--- config.mk ---
export PLATFORM = sky130hd
export DESIGN_NAME = scope_trig_ctrl
export DESIGN_NICKNAME = d
export VERILOG_FILES = /design/src/rtl/scope_trig_ctrl.sv
export SDC_FILE = /design/constraint.sdc
export NUM_CORES = 1
export LEC_CHECK = 0
export CAP_MARGIN = 20
export CORE_ASPECT_RATIO = 0.75
export CORE_MARGIN = 2
export CORE_UTILIZATION = 60
export CTS_BUF_LIST = sky130_fd_sc_hd__clkbuf_16
export DETAILED_ROUTE_END_ITERATION = 6
export PLACE_DENSITY = 0.86
export SETUP_SLACK_MARGIN = 0.02
export SYNTH_ARGS = -nofsm -noshare
export SYNTH_HDL_FRONTEND = slang
export SYNTH_SLANG_ARGS = --single-unit
--- constraint.sdc ---
create_clock -name clk -period 6.6 [get_ports clk]
set_clock_uncertainty 0.15 [all_clocks]
set_input_delay 1.32 -clock clk [delete_from_list [all_inputs] [get_ports clk]]
set_output_delay 1.32 -clock clk [all_outputs]
set_load 0.005 [all_outputs]
--- src/rtl/scope_trig_ctrl.sv ---
// scope_trig_ctrl: acquisition sequencer for the scope capture path.
// Fills a circular buffer with pre-trigger history, trigger and post samples.
module scope_trig_ctrl #(
  parameter int ADDR_W = 10,
  parameter int TMO_W  = 16
) (
  input  logic              clk,
  input  logic              rst_n,
  input  logic              start,
  input  logic              stop,
  input  logic              smp_en,
  input  logic              positive,
  input  logic              negative,
  input  logic [1:0]        cfg_edge,
  input  logic              cfg_auto,
  input  logic [ADDR_W-1:0] cfg_pre,
  input  logic [ADDR_W-1:0] cfg_post,
  input  logic [TMO_W-1:0]  cfg_tmo,
  output logic              wr_en,
  output logic [ADDR_W-1:0] wr_addr,
  output logic [ADDR_W-1:0] trig_addr,
  output logic              triggered,
  output logic              auto_fired,
  output logic              busy,
  output logic              done,
  output logic [2:0]        state
);

  typedef enum logic [2:0] {
    IDLE  = 3'd0,
    PRE   = 3'd1,
    ARMED = 3'd2,
    POST  = 3'd3,
    DONE  = 3'd4
  } st_t;

  localparam logic [ADDR_W-1:0] A1 = {{(ADDR_W-1){1'b0}}, 1'b1};
  localparam logic [TMO_W-1:0]  T1 = {{(TMO_W-1){1'b0}}, 1'b1};

  st_t st, nxt;

  logic [1:0]        edge_q;
  logic              auto_q;
  logic [ADDR_W-1:0] pre_q;
  logic [ADDR_W-1:0] post_q;
  logic [TMO_W-1:0]  tmo_q;
  logic [ADDR_W-1:0] ptr;
  logic [ADDR_W-1:0] cnt;
  logic [TMO_W-1:0]  tmo_cnt;

  logic go, act, wr, edge_hit, hit, tmo_hit, fire;

  always_comb begin
    go       = start & ~stop & (st == IDLE || st == DONE);
    act      = (st == PRE) || (st == ARMED) || (st == POST);
    wr       = smp_en & act
             & ~(st == PRE  && pre_q  == '0)
             & ~(st == POST && post_q == '0);
    edge_hit = 1'b0;
    unique case (edge_q)
      2'b00:   edge_hit = positive;
      2'b01:   edge_hit = negative;
      2'b10:   edge_hit = positive | negative;
      default: edge_hit = 1'b1;
    endcase
    hit      = edge_hit & smp_en & (st == ARMED);
    // timeout counter equals number of untriggered ARMED samples so far
    tmo_hit  = smp_en & (st == ARMED) & auto_q & (tmo_cnt == tmo_q);
    fire     = hit | tmo_hit;
    nxt      = st;
    unique case (st)
      IDLE, DONE: if (go) nxt = PRE;
      PRE:
        if (pre_q == '0 || (wr && cnt == pre_q - A1))
          nxt = ARMED;
      ARMED: if (fire) nxt = POST;
      POST:
        if (post_q == '0 || (wr && cnt == post_q - A1))
          nxt = DONE;
      default: nxt = IDLE;
    endcase
    if (stop) nxt = IDLE;
  end

  always_ff @(posedge clk or negedge rst_n) begin
    if (!rst_n) st <= IDLE;
    else        st <= nxt;
  end

  always_ff @(posedge clk or negedge rst_n) begin
    if (!rst_n) begin
      edge_q     <= '0;
      auto_q     <= 1'b0;
      pre_q      <= '0;
      post_q     <= '0;
      tmo_q      <= '0;
      ptr        <= '0;
      cnt        <= '0;
      tmo_cnt    <= '0;
      wr_en      <= 1'b0;
      wr_addr    <= '0;
      trig_addr  <= '0;
      triggered  <= 1'b0;
      auto_fired <= 1'b0;
    end else if (stop) begin
      wr_en      <= 1'b0;
      triggered  <= 1'b0;
      auto_fired <= 1'b0;
      cnt        <= '0;
      tmo_cnt    <= '0;
    end else begin
      wr_en     <= wr;
      triggered <= fire;
      if (go) begin
        edge_q     <= cfg_edge;
        auto_q     <= cfg_auto;
        pre_q      <= cfg_pre;
        post_q     <= cfg_post;
        tmo_q      <= cfg_tmo;
        ptr        <= '0;
        cnt        <= '0;
        trig_addr  <= '0;
        auto_fired <= 1'b0;
      end else begin
        if (wr) begin
          wr_addr <= ptr;
          ptr     <= ptr + A1;
        end
        if (nxt != st) cnt <= '0;
        else if (wr)   cnt <= cnt + A1;
        if (fire) begin
          trig_addr  <= ptr;
          auto_fired <= ~hit;
        end
        if (st != ARMED)
          tmo_cnt <= '0;
        else if (smp_en && !fire && !(&tmo_cnt))
          tmo_cnt <= tmo_cnt + T1;
      end
    end
  end

  assign busy  = act;
  assign done  = (st == DONE);
  assign state = st;

endmodule

==> results of run 1 <==
power by group:
group	total [mW]	internal (mW)	switching, mW
logic	0.258	0.116	0.143
registers	0.721	0.665	0.0561
clock network	0.551	0.327	0.223
final cells by class:
cell class              count  area [sq um]
multi-input cells         486          2720
flip-flops and latches    101          2530
fillers                   639          2120
repair buffers             77           758
clock buffers               9           225
well taps                 108           135
clock inverters             5          77.6
inverters                   9          33.8
tightest hold or removal path, stage by stage, from the launching register on:
cell,delay (ns)
dfrtp_1,0.34
nand2_1,0.05
nand2_1,0.06
layer usage:
metal,vias up,share of wire,wire length [um]
met3,21,0.099,1380
li1,2270,-,-
met5,-,0,0
met4,0,0.017,234
met2,239,0.44,6140
met1,2342,0.45,6230
sequential cells by signal, indices dropped and copies added (netlist names):
register / count
tmo_cnt: 16
trig_addr: 10
auto_fired: 1
cnt: 10
tmo_q: 16
state: 3
triggered: 1
post_q: 10
wr_en: 1
auto_q: 1
wr_addr: 10
ptr: 10
pre_q: 10
edge_q: 2
cells by family after synthesis:
logic type                 count (synthesis)  share of synthesized area
AOI/OAI and AO/OA                         91                      0.115
muxes                                      1                    0.00185
DFF                                      101                      0.467
xor gates and xnor gates                  55                     0.0891
buffers and inverters                     43                     0.0315
and+or+nand+nor                          333                      0.281
adders and majority gates                  6                     0.0139
Yosys cell counts (all sizes together) (4+ instances only):
library cell / count
nand2: 180
dfrtp: 101
nor2: 42
xnor2: 33
o21ai: 32
clkbuf: 31
nand3: 28
xor2: 22
nor3: 18
a31oi: 11
nor4: 11
a21oi: 10
a22o: 10
nand4: 10
and3: 9
inv: 8
ha: 6
or4: 6
nand2b: 4
nor3b: 4
o311ai: 4
or3: 4
worst min path at each step:
stage	slack (ns)	end
floorplan	0.30	auto_q
global placement	0.31	wr_addr[5]
detailed placement	0.32	wr_addr[0]
CTS	0.33	wr_addr[5]
global route	0.35	wr_addr[5]
finish	0.33	wr_addr[7]
==> impl_results.md, run 1 <==
- Final Routed Wirelength: 14000 um
- Vias: 4872
- Vias in the first global route: 4689
- Worst setup path endpoint: tmo_cnt[12]
- Slack of the critical path: 1.98 ns
- Syn nets: 682
- GPL Wtd Cong: 0.941
- Most frequent cells in the layout: 180 x nand2_1, 101 x dfrtp_1, 72 x clkdlybuf4s50_1
- Initial Utilization: 0.629
- #FFs+latches synth: 101
- Initial DRC count: 402
- Final HPWL from detailed placement: 9990 um
- I/O pin count: 74
- Hold Fails Final Rpt: 0
- R2r worst-path depth: 8
- Sequential cell area fraction in the yosys report: 0.467
- Crit path time final: 4.62 ns
- GRT busiest layer: met1
- Status: complete, no violations
- Final setup violation count: 0
- Cell area after synthesis: 5410 sq um
- LEAKAGE: 2.93 nW
- FMAX: 217 MHz
- Pre-antenna DRT Iters: 7
- Placement Cell Area: 6170 sq um
- Max VDD drop: 197 uV
- Total clock sinks: 101
- Placement Setup Slack: 1.71 ns
- Remaining DRCs: 0
- Worst-Margin Slew: 1.11 ns
- Post-route antenna net violation count: 0
- CP Depth: 6
- # Max-Cap Violations: 0
- Setup TNS: 0 ns
- Chip height: 86.2 um
- Hold Crit Start: wr_addr[7]
- Post-synth top area share: 0.467
- Cts bufs inserted: 9
- Grt met2 use: 0.444
- Top delay family on crit path: simple AND/OR/NAND/NOR gates
- Largest net degree at the start of global routing: 52
- Period utilisation layout: 0.700
- Worst R2R Setup Slack: 2.78 ns
- FP Rows: 29
- First-pass GRT wire length: 23300 um
- Critical Path RT: 6.68 ns
- Pins Over Slew Limit: 0
- Die area: 9800 sq um
- CP Capture Type: flop
- Max incr delay on CP: 0.99 ns
- Design area: 6470 sq um
- Crit-path cells: clkdlybuf4s50_1, or2_2, nand2_1, nor3_1, o21ai_0, a32o_1
- Port bufs: 73
- Syn_area_per_cell: 8.58 sq um
- RSZ-0062 raised after global routing: no
- Syn Inst Count: 630
- HP Class: reg2reg
- Gr usage total: 0.304
- Finished Layout Cells: 795
- Core Util, Final: 0.753
- Die width: 114 um
- Hold Crit Depth: 2
- Post-cts sizing count: 0
- Crit path kind: in2reg
- CTS Hold Bufs: 0
- Core area: 8600 sq um
- Worst Path Arrival: 4.70 ns
- Root buffer cell: clkbuf_16
- Asr flop ratio synth: 1.00
- RR Startpoint: post_q[4]
- Vias per inst: 6.13
- Nets@finish: 736
- YS warnings: 0
- Setup Buffers After CTS: 0
- Worst hold margin: 0.326 ns
- RR Endpoint: ptr[5]
- Most common cell after layout, fill and taps aside: nand2_1
- Initial antenna violation count: 0
- Grt total ovfl: 0
- Pwr dens: 236 nW/um^2
- Met1 Use GR: 0.455
- Post-synth EDFFs: 0
- CTS tree: yes
- CP startpoint kind: input port
- Post-synth top flop: dfrtp_1
- CP Buf/Inv Count: 1
- Slowest CP cell: nor3_1
- # H-tree levels: 3
- CP Max Fanout: 41
- Clk slew on worst S/H paths: 0.06 ns
- Synth area leader: dfrtp_1
- Max_slew headroom: 0.252
- Skew-Pair Late Insertion Delay: 0.34 ns
- Top post-synthesis cells by area: dfrtp_1 47%, nand2_1 12%, xnor2_1 5.3%
- ANT cells: 0
- GR Util met3: 0.0762
- Longest Clk Path Bufs: 2
- Cell variety after synth: 57
- Drt wl/cell: 17.6 um
- Synth-to-Final Area Change: 19.7%
- Share of post-route cells with drive strength above 1: 0.0378
- Crit path from: stop
- Tot Pwr: 1.53 mW
- Placed insts: 781
Power figures use the tool's default switching activity.
==> run 2, diff against run 1 <==
--- a/config.mk
+++ b/config.mk
@@ -8,10 +8,10 @@
 export CAP_MARGIN = 20
 export CORE_ASPECT_RATIO = 0.75
 export CORE_MARGIN = 2
-export CORE_UTILIZATION = 60
+export CORE_UTILIZATION = 50
 export CTS_BUF_LIST = sky130_fd_sc_hd__clkbuf_16
 export DETAILED_ROUTE_END_ITERATION = 6
-export PLACE_DENSITY = 0.86
+export PLACE_DENSITY = 0.77
 export SETUP_SLACK_MARGIN = 0.02
 export SYNTH_ARGS = -nofsm -noshare
 export SYNTH_HDL_FRONTEND = slang
==> constraint.sdc (replaced) <==
create_clock -name clk -period 4.05 [get_ports clk]
set_clock_uncertainty 0.15 [all_clocks]
set_input_delay 0.81 -clock clk [delete_from_list [all_inputs] [get_ports clk]]
set_output_delay 0.81 -clock clk [all_outputs]
set_load 0.005 [all_outputs]
==> run 2 against run 1 <==
- power increased by 66%
- critical endpoint is now cnt[6]
- critical path type is now reg2reg
- largest power group unchanged
- worst setup slack got worse by 1.3 ns
- sequential cell count unchanged
==> impl_results.md, run 2 (synthesis gave the netlist of run 1 again) <==
- Nets@finish: 744
- Setup TNS: 0 ns
- Crit path kind: reg2reg
- CTS Hold Bufs: 0
- Placed insts: 817
- CP Capture Type: flop
- Vias in the first global route: 4552
- Worst R2R Setup Slack: 0.64 ns
- Setup Buffers After CTS: 0
- Finished Layout Cells: 833
- Die area: 11700 sq um
- Combinational fraction of design power: 0.169
- CTS tree: yes
- # Max-Cap Violations: 0
- Max_slew headroom: 0.280
- Root buffer cell: clkbuf_16
- Status: complete, no violations
- ANT cells: 0
- Initial Utilization: 0.519
- Final Routed Wirelength: 14200 um
- Largest registers: tmo_cnt (16), tmo_q (16)
- Die width: 124 um
- Total clock sinks: 101
- Synth-to-Final Area Change: 21.9%
- Period utilisation layout: 0.842
- Post-cts sizing count: 0
- Core Util, Final: 0.633
- GPL Wtd Cong: 0.947
- Longest Clk Path Bufs: 2
- FP Rows: 32
- Fill cell count: 891
- Port bufs: 73
- RSZ-0062 raised after global routing: no
- FMAX: 293 MHz
- Most frequent cells in the layout: 180 x nand2_1, 101 x dfrtp_1, 72 x clkdlybuf4s50_1
- Critical Path RT: 4.14 ns
- Final HPWL from detailed placement: 10200 um
- Grt total ovfl: 0
- Hold Fails Final Rpt: 0
- LEAKAGE: 2.97 nW
- Clk slew on worst S/H paths: 0.07 ns
- Pins Over Slew Limit: 0
- Cts bufs inserted: 9
- Worst-Margin Slew: 1.07 ns
- HP Class: reg2reg
- Vias: 4813
- Tot Pwr: 2.55 mW
- Share of post-route cells with drive strength above 1: 0.0516
- Psw: 0.723 mW
- First-pass GRT wire length: 23000 um
- Max VDD drop: 219 uV
- Chip height: 94.1 um
- I/O pin count: 74
- Remaining DRCs: 0
- Skew-Pair Late Insertion Delay: 0.35 ns
- Post-route antenna net violation count: 0
- Final setup violation count: 0
- Drt wl/cell: 17.1 um
- Worst hold margin: 0.330 ns
- Vias per inst: 5.78
- Flop pwr share: 0.460
- Gr usage total: 0.256
- Core area: 10400 sq um
- Largest net degree at the start of global routing: 56
- Clk pwr share: 0.371
- CP Max Fanout: 10
- Pre-antenna DRT Iters: 5
- Switching Share: 0.284
- Worst Path Arrival: 3.50 ns
- Crit path time final: 3.41 ns
- # H-tree levels: 3
- Most common cell after layout, fill and taps aside: nand2_1
- Initial DRC count: 481
- CP startpoint kind: flop
- Int Pwr: 1.82 mW
- Initial antenna violation count: 0
- Pwr dens: 386 nW/um^2
run 2: cell count changes in the layout (fill, tap and decap cells not counted), sizes merged:
| cell | delta |
|---|---|
| clkinvlp | +2 |
| clkinv | -1 |
| buf | +8 |
| inv | +1 |
run 2: cell type report:
class / count / area, sq um / share of cell area
inverter: 9 / 33.8 / 0.00513
clock buffer: 9 / 225 / 0.0342
tap: 136 / 170 / 0.0258
sequential: 101 / 2530 / 0.383
timing repair buffer: 85 / 818 / 0.124
clock inverter: 7 / 98.8 / 0.0150
multi-input combinational: 486 / 2720 / 0.412
run 2: final timing paths:
path,from,end,depth (start not counted)
setup / recovery,post_q[2],cnt[6],7
hold / removal,wr_addr[2],wr_addr[2],2
setup reg to reg,post_q[2],cnt[6],7
hold reg to reg,wr_addr[2],wr_addr[2],2
max in group asynchronous,rst_n,cnt[5],2
min in group asynchronous,rst_n,tmo_q[3],1
run 2: power by group through the flow:
stage	logic (mW)	clock network, mW	registers, mW
2_1_floorplan	0.288	0	1.16
3_3_place_gp	0.407	0	1.18
5_1_grt	0.479	1.00	1.18
3_5_place_dp	0.426	0	1.19
4_1_cts	0.430	0.960	1.17
6_report	0.431	0.945	1.17
run 2: critical path: stages (launching register included):
cell      delay [ns]
dfrtp_1         0.48
or4_1           0.68
or4_1           0.55
a21oi_1         0.17
a31oi_1         0.09
or4b_4          0.54
o311ai_4        0.40
and4b_1         0.24
run 2: routing by layer:
layer  GRT usage  vias to the layer above  wire length [um]
met2       0.366                      228              6070
met3      0.0583                       21              1190
met4      0.0693                        0               223
met5           0                        -                 0
li1            -                     2286                 -
met1       0.389                     2278              6770
run 2: through the flow:
step	area (sq um)	setup WS [ns]
2_1_floorplan	5410	0.892
3_3_place_gp	6270	0.626
3_5_place_dp	6270	0.454
4_1_cts	6590	0.654
5_1_grt	6590	0.499
6_report	6590	0.640
